--- config.mk ---
export PLATFORM = sky130hd
export DESIGN_NAME = vfr_multibank_controller
export DESIGN_NICKNAME = d
export VERILOG_FILES = /design/src/rtl/vfr_multibank_controller.sv
export SDC_FILE = /design/constraint.sdc
export NUM_CORES = 1
export LEC_CHECK = 0
export BUFFER_PORTS_ARGS = -buffer_cell sky130_fd_sc_hd__buf_2
export CAP_MARGIN = 30
export CORE_AREA = 2 2 268 270
export CTS_BUF_LIST = sky130_fd_sc_hd__clkbuf_16
export DETAILED_ROUTE_END_ITERATION = 16
export DIE_AREA = 0 0 270 272
export PLACE_DENSITY = 0.36
export RECOVER_POWER = 25
export SYNTH_ARGS = -nofsm -noshare
export SYNTH_HDL_FRONTEND = slang
export SYNTH_SLANG_ARGS = --single-unit
export TNS_END_PERCENT = 1
--- constraint.sdc ---
create_clock -name clock -period 11.3 [get_ports clock]
set_clock_uncertainty 0.1 [all_clocks]
set_input_delay 2.26 -clock clock [delete_from_list [all_inputs] [get_ports clock]]
set_output_delay 2.26 -clock clock [all_outputs]
set_load 0.01 [all_outputs]
--- src/rtl/vfr_multibank_controller.sv ---
// Multi-bank frame-reader sequencer.
// Picks a frame-buffer bank per frame, programs the packet reader through a
// simple write master (base, samples, words, type, go), triggers the
// control-packet encoder, then waits for the end-of-packet interrupt.
// A non-zero timeout aborts the frame and raises a sticky error.
module vfr_multibank_controller #(
    parameter int NUM_BANKS        = 4,
    parameter int BANK_SEL_WIDTH   = 2,
    parameter int RES_WIDTH        = 16,
    parameter int INTERLACED_WIDTH = 4,
    parameter int PACKET_WIDTH     = 32,
    parameter int TIMEOUT_WIDTH    = 24
) (
    input  logic                                  clock,
    input  logic                                  reset,
    output logic [31:0]                           master_address,
    output logic                                  master_write,
    output logic [31:0]                           master_writedata,
    input  logic                                  master_waitrequest,
    input  logic                                  master_interrupt_recieve,
    input  logic                                  go_bit,
    input  logic                                  continuous_mode,
    input  logic                                  auto_advance,
    input  logic [BANK_SEL_WIDTH-1:0]             next_bank,
    input  logic [TIMEOUT_WIDTH-1:0]              timeout_cycles,
    input  logic                                  timeout_clear,
    input  logic [NUM_BANKS*RES_WIDTH-1:0]        bank_width,
    input  logic [NUM_BANKS*RES_WIDTH-1:0]        bank_height,
    input  logic [NUM_BANKS*INTERLACED_WIDTH-1:0] bank_interlaced,
    input  logic [NUM_BANKS*PACKET_WIDTH-1:0]     bank_base_address,
    input  logic [NUM_BANKS*PACKET_WIDTH-1:0]     bank_samples,
    input  logic [NUM_BANKS*PACKET_WIDTH-1:0]     bank_words,
    output logic                                  running,
    output logic                                  frame_complete,
    output logic                                  timeout_error,
    output logic [BANK_SEL_WIDTH-1:0]             current_bank,
    output logic [15:0]                           frame_count,
    output logic [RES_WIDTH-1:0]                  width_of_next_vid_packet,
    output logic [RES_WIDTH-1:0]                  height_of_next_vid_packet,
    output logic [INTERLACED_WIDTH-1:0]           interlaced_of_next_vid_packet,
    output logic                                  do_control_packet
);

    typedef enum logic [3:0] {
        S_IDLE     = 4'd0,
        S_SEL      = 4'd1,
        S_ADDR     = 4'd2,
        S_SAMPLES  = 4'd3,
        S_WORDS    = 4'd4,
        S_TYPE     = 4'd5,
        S_GO       = 4'd6,
        S_WAIT_END = 4'd7,
        S_CLR_IRQ  = 4'd8,
        S_ABORT    = 4'd9
    } state_t;

    localparam logic [BANK_SEL_WIDTH:0]   LP_NB      = (BANK_SEL_WIDTH+1)'(NUM_BANKS);
    localparam logic [BANK_SEL_WIDTH-1:0] LP_LAST    = BANK_SEL_WIDTH'(NUM_BANKS - 1);
    localparam logic [BANK_SEL_WIDTH-1:0] LP_ONE     = BANK_SEL_WIDTH'(1);
    localparam logic [TIMEOUT_WIDTH-1:0]  LP_TMO_ONE = TIMEOUT_WIDTH'(1);

    state_t                      r_state;
    logic [BANK_SEL_WIDTH-1:0]   r_bank_ptr;   // bank of the previous frame; reset so auto-advance starts at 0
    logic [PACKET_WIDTH-1:0]     r_samples;
    logic [PACKET_WIDTH-1:0]     r_words;
    logic [TIMEOUT_WIDTH-1:0]    r_tmo_cnt;

    logic [BANK_SEL_WIDTH-1:0]   w_sel;
    int                          w_idx;
    logic [RES_WIDTH-1:0]        w_width;
    logic [RES_WIDTH-1:0]        w_height;
    logic [INTERLACED_WIDTH-1:0] w_il;
    logic [PACKET_WIDTH-1:0]     w_base;
    logic [PACKET_WIDTH-1:0]     w_samples;
    logic [PACKET_WIDTH-1:0]     w_words;
    logic                        w_tmo_hit;

    // Bank choice for the next frame and the fields of that bank
    always_comb begin
        if (auto_advance) begin
            if (r_bank_ptr == LP_LAST) begin
                w_sel = {BANK_SEL_WIDTH{1'b0}};
            end else begin
                w_sel = r_bank_ptr + LP_ONE;
            end
        end else begin
            if ({1'b0, next_bank} >= LP_NB) begin
                w_sel = {BANK_SEL_WIDTH{1'b0}};
            end else begin
                w_sel = next_bank;
            end
        end
        w_idx     = int'(w_sel);
        w_width   = bank_width[w_idx*RES_WIDTH +: RES_WIDTH];
        w_height  = bank_height[w_idx*RES_WIDTH +: RES_WIDTH];
        w_il      = bank_interlaced[w_idx*INTERLACED_WIDTH +: INTERLACED_WIDTH];
        w_base    = bank_base_address[w_idx*PACKET_WIDTH +: PACKET_WIDTH];
        w_samples = bank_samples[w_idx*PACKET_WIDTH +: PACKET_WIDTH];
        w_words   = bank_words[w_idx*PACKET_WIDTH +: PACKET_WIDTH];
    end

    // Timeout fires on the last permitted WAIT_END cycle; zero disables it
    always_comb begin
        w_tmo_hit = (timeout_cycles != {TIMEOUT_WIDTH{1'b0}}) &&
                    (r_tmo_cnt == (timeout_cycles - LP_TMO_ONE));
    end

    // Frame sequencer: each write state holds its bus outputs until accepted,
    // then loads the next write so the master is never idle between writes
    always_ff @(posedge clock or posedge reset) begin
        if (reset) begin
            r_state                       <= S_IDLE;
            r_bank_ptr                    <= LP_LAST;
            r_samples                     <= {PACKET_WIDTH{1'b0}};
            r_words                       <= {PACKET_WIDTH{1'b0}};
            r_tmo_cnt                     <= {TIMEOUT_WIDTH{1'b0}};
            master_address                <= 32'd0;
            master_write                  <= 1'b0;
            master_writedata              <= 32'd0;
            running                       <= 1'b0;
            frame_complete                <= 1'b0;
            timeout_error                 <= 1'b0;
            current_bank                  <= {BANK_SEL_WIDTH{1'b0}};
            frame_count                   <= 16'd0;
            width_of_next_vid_packet      <= {RES_WIDTH{1'b0}};
            height_of_next_vid_packet     <= {RES_WIDTH{1'b0}};
            interlaced_of_next_vid_packet <= {INTERLACED_WIDTH{1'b0}};
            do_control_packet             <= 1'b0;
        end else begin
            frame_complete    <= 1'b0;
            do_control_packet <= 1'b0;
            // a clear is overridden below when ABORT sets the flag this cycle
            if (timeout_clear) begin
                timeout_error <= 1'b0;
            end
            case (r_state)
                S_IDLE: begin
                    master_write <= 1'b0;
                    if (go_bit) begin
                        r_state <= S_SEL;
                        running <= 1'b1;
                    end
                end
                S_SEL: begin
                    r_bank_ptr                    <= w_sel;
                    current_bank                  <= w_sel;
                    r_samples                     <= w_samples;
                    r_words                       <= w_words;
                    width_of_next_vid_packet      <= w_width;
                    height_of_next_vid_packet     <= w_height;
                    interlaced_of_next_vid_packet <= w_il;
                    do_control_packet             <= 1'b1;
                    master_address                <= 32'd3;
                    master_writedata              <= 32'(w_base);
                    master_write                  <= 1'b1;
                    r_state                       <= S_ADDR;
                end
                S_ADDR: begin
                    if (!master_waitrequest) begin
                        master_address   <= 32'd5;
                        master_writedata <= 32'(r_samples);
                        r_state          <= S_SAMPLES;
                    end
                end
                S_SAMPLES: begin
                    if (!master_waitrequest) begin
                        master_address   <= 32'd6;
                        master_writedata <= 32'(r_words);
                        r_state          <= S_WORDS;
                    end
                end
                S_WORDS: begin
                    if (!master_waitrequest) begin
                        master_address   <= 32'd4;
                        master_writedata <= 32'd0;
                        r_state          <= S_TYPE;
                    end
                end
                S_TYPE: begin
                    if (!master_waitrequest) begin
                        master_address   <= 32'd0;
                        master_writedata <= 32'd3;
                        r_state          <= S_GO;
                    end
                end
                S_GO: begin
                    if (!master_waitrequest) begin
                        master_write <= 1'b0;
                        r_tmo_cnt    <= {TIMEOUT_WIDTH{1'b0}};
                        r_state      <= S_WAIT_END;
                    end
                end
                S_WAIT_END: begin
                    r_tmo_cnt <= r_tmo_cnt + LP_TMO_ONE;
                    if (master_interrupt_recieve) begin
                        master_address   <= 32'd2;
                        master_writedata <= 32'd2;
                        master_write     <= 1'b1;
                        r_state          <= S_CLR_IRQ;
                    end else if (w_tmo_hit) begin
                        master_address   <= 32'd0;
                        master_writedata <= 32'd0;
                        master_write     <= 1'b1;
                        r_state          <= S_ABORT;
                    end
                end
                S_CLR_IRQ: begin
                    if (!master_waitrequest) begin
                        master_write   <= 1'b0;
                        frame_complete <= 1'b1;
                        frame_count    <= frame_count + 16'd1;
                        if (continuous_mode && go_bit) begin
                            r_state <= S_SEL;
                        end else begin
                            running <= 1'b0;
                            r_state <= S_IDLE;
                        end
                    end
                end
                S_ABORT: begin
                    if (!master_waitrequest) begin
                        master_write  <= 1'b0;
                        timeout_error <= 1'b1;
                        running       <= 1'b0;
                        r_state       <= S_IDLE;
                    end
                end
                default: begin
                    master_write <= 1'b0;
                    running      <= 1'b0;
                    r_state      <= S_IDLE;
                end
            endcase
        end
    end

endmodule

==> implementation parameters, run 1 <==
Parameter                              Value

Power and ir drop
  Combinational Power Share ... 0.563
  Net Sw Power ... 2050 µW
  Final Power ... 4220 µW
  Power share of the clock group ... 0.148
  Switching share of power ... 0.486
  Power density over cell area ... 241 nW/µm²
  Cell-internal power ... 2170 µW
  Standby leakage power ... 0.00891 µW
  Worst-case vdd ir drop ... 137 µV
  Sequential share of power ... 0.288

Synth
  Fraction of the mapped netlist area in adder cells ... 0.00390
  Post-synthesis mux area share ... 0.0959
  Asr flop ratio synth ... 1.00
  Xor and xnor area share after synthesis ... 0.0260
  Number of instances in the synthesized netlist ... 1708
  Post-synthesis simple-gate area fraction ... 0.293
  Synth unique cells ... 61
  Fraction of the yosys area taken by sequential cells ... 0.367
  Count of flip-flops with a built-in enable after synthesis ... 0
  Netlist area before placement ... 12800 µm²
  Compound-gate portion of the synthesized area ... 0.144
  Avg Synthesized Cell Area ... 7.51 µm²
  Main combinational cell family by area after synthesis ... simple AND/OR/NAND/NOR gates
  Top FF cell, synth ... dfrtp_1
  #FFs+latches synth ... 188
  Number of warnings printed during yosys synthesis ... 0

GRT
  Antenna violations before repair ... 8
  Leftover overflow at the end of global routing ... 0
  Maximum number of pins on one net before global-route repair ... 137
  First-pass GRT wire length ... 87.7 mm
  Vias in the first global route ... 13600
  Global-route usage over all layers ... 0.160

Worst setup path
  Type of element launching the critical path ... primary input
  Crit path max fanout ... 62
  Required arrival time at the worst endpoint ... 10.98 ns
  Slowest cell on the critical path ... clkbuf_1
  Register-to-Register Setup Slack ... 7.95 ns
  Most Frequent Cell on Critical Path ... clkbuf_1
  Peak per-stage delay on the critical path ... 2.51 ns
  Worst endpoint data arrival time ... 6.85 ns
  Worst Setup End Kind ... asynchronous set/reset pin
  Crit path buffers/inverters ... 4
  Largest delay contributor family on the critical path ... buffers and inverters
  CP Cell Sequence ... buf_2 > clkinvlp_2 > clkbuf_1 > clkbuf_1
  Classification of the worst setup path ... primary input to asynchronous set/reset pin

Timing
  Post-Route Hold Slack ... 0.369 ns
  Final critical-path share of the clock period ... 0.635
  Worst slew pin tran ... 3.57 ns
  Final max-slew violation count ... 155
  Final setup violation count ... 0
  Post-route minimum period ... 7.17 ns
  Remaining max-slew budget at the tightest pin ... -1.38
  Setup repair after global routing missed its margin ... false
  Setup TNS ... 0 ns
  Number of endpoints with negative hold slack in the final report ... 0
  Worst Slack Setup Final ... 4.13 ns
  Fmax ... 139 MHz

CTS
  CTS resizes ... 0
  Number of buffers created by CTS ... 17
  Number of buffers inserted by hold repair at cts ... 0
  Clk slew on worst S/H paths ... 0.08 ns
  Post-CTS setup repair buffer count ... 0
  Clk buf depth ... 2
  TritonCTS clock tree ... done
  Clock latency at the later pin of the worst-skew pair ... 0.48 ns
  Htree depth ... 4
  Clock root buffer ... clkbuf_16
  Clock sink count ... 188

Drt
  Detailed-routing iteration count for the pre-antenna-repair pass ... 5
  Via Count ... 14000
  Ratio of routed vias to standard cells ... 4.32
  Antenna viol nets, final ... 0
  Initial DRC Count ... 995
  Post-detailed-route wirelength per cell ... 18.8 µm
  Residual DRC count ... 0
  Routed WL ... 61.1 mm

Final layout
  Final-stage net count ... 2845
  Most common library cell in the layout ignoring fill and taps ... buf_2
  Share of cells above drive strength 1 ... 0.327
  Leading cell types in the layout, fill and taps excluded ... buf_2 (654), nand2_1 (640), o21ai_0 (223)
  P&R area growth vs syn ... 36.4%
  Final-layout fill cell count ... 8020
  Utilization after layout ... 0.247

Floorplan
  Vertical die dimension ... 272 µm
  Core Region ... 70800 µm²
  Number of core rows ... 98
  Number of I/O pins ... 685
  Die width ... 270 µm
  Starting utilization of the core area ... 0.181
  Full die area ... 73400 µm²

Placed design
  Worst slack at placement ... 5.28 ns
  GP Congestion ... 0.900
  Post-DP HPWL ... 47.9 mm
  Count of input and output buffers ... 655

Run status
  Failing checks ... max-capacitance violations, max-slew violations
  Outcome ... complete, but fails checks

Worst hold path
  Class of the tightest hold or removal check ... register to register

Flow run
  Count of max-cap constraint violations ... 3
-- per-stage QoR --
| step | cell area (µm²) | cells |
|---|---|---|
| 6_report | 17500 | 3247 |
| 5_1_grt | 17500 | 3246 |
| 4_1_cts | 17500 | 3240 |
| 3_5_place_dp | 16900 | 3208 |
| 3_3_place_gp | 16900 | 3207 |
| 2_1_floorplan | 12900 | 1736 |
-- state kept, by name (all words and copies together), names as in the netlist --
register and count:
master_writedata 32, r_samples 32, r_words 32, r_tmo_cnt 24
frame_count 16, height_of_next_vid_packet 16, width_of_next_vid_packet 16, interlaced_of_next_vid_packet 4
r_state 4, master_address 3, current_bank 2, r_bank_ptr 2
do_control_packet 1, frame_complete 1, master_write 1, running 1
timeout_error 1
-- Yosys cell counts (22+ instances only) --
cell type	number	area share
dfrtp_1	186	0.36
buf_4	29	0.017
mux2i_1	43	0.034
clkbuf_1	108	0.032
inv_1	43	0.013
xnor2_1	22	0.015
a222oi_1	30	0.023
nor2_1	26	0.0076
o21ai_0	223	0.087
mux4_2	32	0.056
nand2_1	640	0.19
nand3_1	132	0.052
-- area by class of cell --
cell class / count / area, µm² / area share
repair buffers: 673 / 3460 / 0.198
clock inverters: 15 / 141 / 0.00808
multi-input cells: 1355 / 7390 / 0.423
flip-flops and latches: 188 / 4710 / 0.269
clock buffers: 17 / 425 / 0.0243
diodes: 5 / 12.5 / 0.000715
well taps: 950 / 1190 / 0.0680
inverters: 44 / 166 / 0.00951
-- power by group through the flow --
| stage | Clock, µW | Sequential (µW) | Combinational [µW] |
|---|---|---|---|
| 5_1_grt | 682 | 1260 | 2690 |
| 2_1_floorplan | 0 | 1200 | 1570 |
| 6_report | 625 | 1220 | 2370 |
| 3_3_place_gp | 0 | 1230 | 2430 |
| 3_5_place_dp | 0 | 1230 | 2440 |
| 4_1_cts | 663 | 1220 | 2440 |
-- worst reg2reg max path, delay by kind of cell (launching register included) --
family / cells / cell delay (ns)
simple gates: 1 / 0.06
buf+inv: 2 / 0.98
fa+ha+maj: 1 / 0.14
compound gates: 1 / 0.32
mux: 3 / 1.06
flops: 1 / 0.54
-- path summary, 6_finish.rpt --
kind / end / cells after the start / startpoint
hold / removal: frame_count[15]$_DFFE_PP0P_ / 1 / frame_count[15]$_DFFE_PP0P_
min in group asynchronous: r_words[14]$_DFFE_PP0P_ / 2 / reset
setup reg to reg: master_writedata[25]$_DFFE_PP0P_ / 8 / r_bank_ptr[0]$_DFFE_PP1P_
setup / recovery: height_of_next_vid_packet[10]$_DFFE_PP0P_ / 4 / reset
hold reg to reg: frame_count[15]$_DFFE_PP0P_ / 1 / frame_count[15]$_DFFE_PP0P_
max in group clock: master_address[1]$_DFFE_PP0P_ / 11 / timeout_cycles[0]
-- cell families after synthesis --
logic type / Yosys count
xor gates and xnor gates: 38
other: 1
AOI/OAI and AO/OA: 314
and+or+nand+nor: 888
adders and majority gates: 4
buffers and inverters: 193
DFF: 188
muxes: 82
-- per-layer routing --
layer	share of wire	up-vias	GRT usage
met3	0.057	57	0.0366
met1	0.43	6552	0.204
li1	-	6946	-
met5	0.00021	-	0
met2	0.49	455	0.268
met4	0.022	2	0.0487
No activity file was read; power rests on OpenSTA's default activity.
==> inputs of run 2 (changes only) <==
Settings changed: CORE_AREA 2 2 268 270 to 2 2 264 266, DIE_AREA 0 0 270 272 to 0 0 266 268, PLACE_DENSITY 0.36 to 0.37.
Clock period 11.3 ns to 7.2 ns, I/O delays scaled along.
==> implementation parameters, run 2 (synthesis gave the netlist of run 1 again) <==
Parameter                              Value

Run status
  Outcome ... complete, but fails checks
  Failing checks ... max-capacitance violations, max-slew violations

Final layout
  Leading registers by flop count ... master_writedata (32), r_samples (32), r_words (32)
  Utilization after layout ... 0.256
  Post-layout instance count excluding filler cells ... 3177
  Share of cells above drive strength 1 ... 0.328
  Final-layout fill cell count ... 7743
  Final-stage net count ... 2849
  P&R area growth vs syn ... 35.9%
  Leading cell types in the layout, fill and taps excluded ... buf_2 (654), nand2_1 (640), o21ai_0 (223)
  Most common library cell in the layout ignoring fill and taps ... buf_2
  N_diodes ... 0

CTS
  Clk buf depth ... 2
  Htree depth ... 4
  Clock sink count ... 188
  Clock latency at the later pin of the worst-skew pair ... 0.48 ns
  Post-CTS setup repair buffer count ... 0
  Number of buffers inserted by hold repair at cts ... 0
  Clock root buffer ... clkbuf_16
  TritonCTS clock tree ... done
  Clk slew on worst S/H paths ... 0.06 ns
  Number of buffers created by CTS ... 17
  CTS resizes ... 0

Worst setup path
  Worst Setup End Kind ... register
  Type of element launching the critical path ... primary input
  Depth of the worst register-to-register path ... 6
  Crit path max fanout ... 80
  Start of the worst register-to-register path ... r_bank_ptr[0]$_DFFE_PP1P_
  Classification of the worst setup path ... primary input to register
  Required arrival time at the worst endpoint ... 7.43 ns
  Worst endpoint data arrival time ... 5.92 ns
  Register-to-Register Setup Slack ... 1.92 ns
  R2R Path End ... master_writedata[3]$_DFFE_PP0P_

Placed design
  GP Congestion ... 0.920
  Count of input and output buffers ... 655
  # placed instances ... 3146
  Worst slack at placement ... 1.73 ns
  Post-DP HPWL ... 49.0 mm

Floorplan
  Number of core rows ... 96
  Die width ... 266 µm
  Number of I/O pins ... 685
  Vertical die dimension ... 268 µm
  Starting utilization of the core area ... 0.188
  Full die area ... 71300 µm²
  Core Region ... 68200 µm²

Worst hold path
  Class of the tightest hold or removal check ... register to register
  Number of cells traversed by the worst hold path ... 2
  Hold Path Origin ... width_of_next_vid_packet[8]$_DFFE_PP0P_
  Worst hold path endpoint ... width_of_next_vid_packet[8]$_DFFE_PP0P_

Timing
  Number of endpoints with negative hold slack in the final report ... 0
  Remaining max-slew budget at the tightest pin ... -1.62
  Post-route minimum period ... 5.69 ns
  Worst Slack Setup Final ... 1.51 ns
  Worst slew pin tran ... 3.90 ns
  Final setup violation count ... 0
  Fmax ... 176 MHz
  Setup TNS ... 0 ns
  Final max-slew violation count ... 162
  Setup repair after global routing missed its margin ... false
  Final critical-path share of the clock period ... 0.790
  Post-Route Hold Slack ... 0.373 ns

Flow run
  Count of max-cap constraint violations ... 2

Drt
  Initial DRC Count ... 711
  Antenna viol nets, final ... 0
  Post-detailed-route wirelength per cell ... 19.3 µm
  Residual DRC count ... 0
  Routed WL ... 61.3 mm
  Via Count ... 14100
  Detailed-routing iteration count for the pre-antenna-repair pass ... 7
  Ratio of routed vias to standard cells ... 4.45

GRT
  First-pass GRT wire length ... 87.5 mm
  Vias in the first global route ... 14000
  Global-route usage over all layers ... 0.165
  Leftover overflow at the end of global routing ... 0
  Antenna violations before repair ... 6
  Maximum number of pins on one net before global-route repair ... 99

Power and ir drop
  Worst-case vdd ir drop ... 273 µV
  Power density over cell area ... 384 nW/µm²
  Standby leakage power ... 0.00894 µW
run 2: cell types whose count changed in the layout (fill, tap and decap cells not counted), sizes merged:
cell	before	now
buf	669	675
clkbuf	21	19
clkinvlp	4	5
diode	5	0
inv	47	46
bufinv	1	2
clkinv	7	5
run 2: worst max path at each step:
stage	from	end	slack (ns)	cells after the start
detailed placement	timeout_cycles[0]	master_writedata[0]$_DFFE_PP0P_	1.73	11
finish	auto_advance	master_writedata[3]$_DFFE_PP0P_	1.51	6
global route	auto_advance	master_writedata[3]$_DFFE_PP0P_	1.14	6
CTS	timeout_cycles[0]	master_writedata[0]$_DFFE_PP0P_	2.27	11
global placement	timeout_cycles[0]	master_writedata[0]$_DFFE_PP0P_	1.75	11
floorplan	reset	current_bank[0]$_DFFE_PP0P_	0.55	1
run 2: critical path: stages:
cell and delay, ns:
buf_2 0.15, mux2_1 2.32, buf_4 0.64, mux4_2 0.59
a222oi_1 0.48, mux2i_1 0.14
run 2: area by class of cell:
| class | count | area (µm²) | area share |
|---|---|---|---|
| clock buffers | 17 | 425 | 0.0244 |
| inverters | 44 | 166 | 0.00955 |
| flip-flops and latches | 188 | 4710 | 0.270 |
| repair buffers | 677 | 3520 | 0.202 |
| clock inverters | 14 | 133 | 0.00761 |
| multi-input cells | 1355 | 7370 | 0.423 |
| well taps | 882 | 1100 | 0.0633 |
run 2: routing by layer:
| layer | wire length, µm | global-route usage | part of all wire |
|---|---|---|---|
| met4 | 1290 | 0.0506 | 0.021 |
| met2 | 31000 | 0.287 | 0.51 |
| met1 | 25700 | 0.204 | 0.42 |
| met5 | 58 | 0 | 0.00095 |
| met3 | 3230 | 0.0341 | 0.053 |
run 2: power by group:
| group | total, µW | internal, µW | switching [µW] | leakage (µW) |
|---|---|---|---|---|
| Clock | 953 | 503 | 450 | 0.000272 |
| Combinational | 3800 | 1430 | 2370 | 0.00630 |
| Sequential | 1940 | 1540 | 395 | 0.00236 |
run 2: metrics by stage:
stage                     total power [µW]  area (µm²)
after floorplan                       4360       12900
after global placement                5790       16900
after detailed placement              5850       16900
after CTS                             6850       17500
after global routing                  7290       17400
final                                 6690       17400
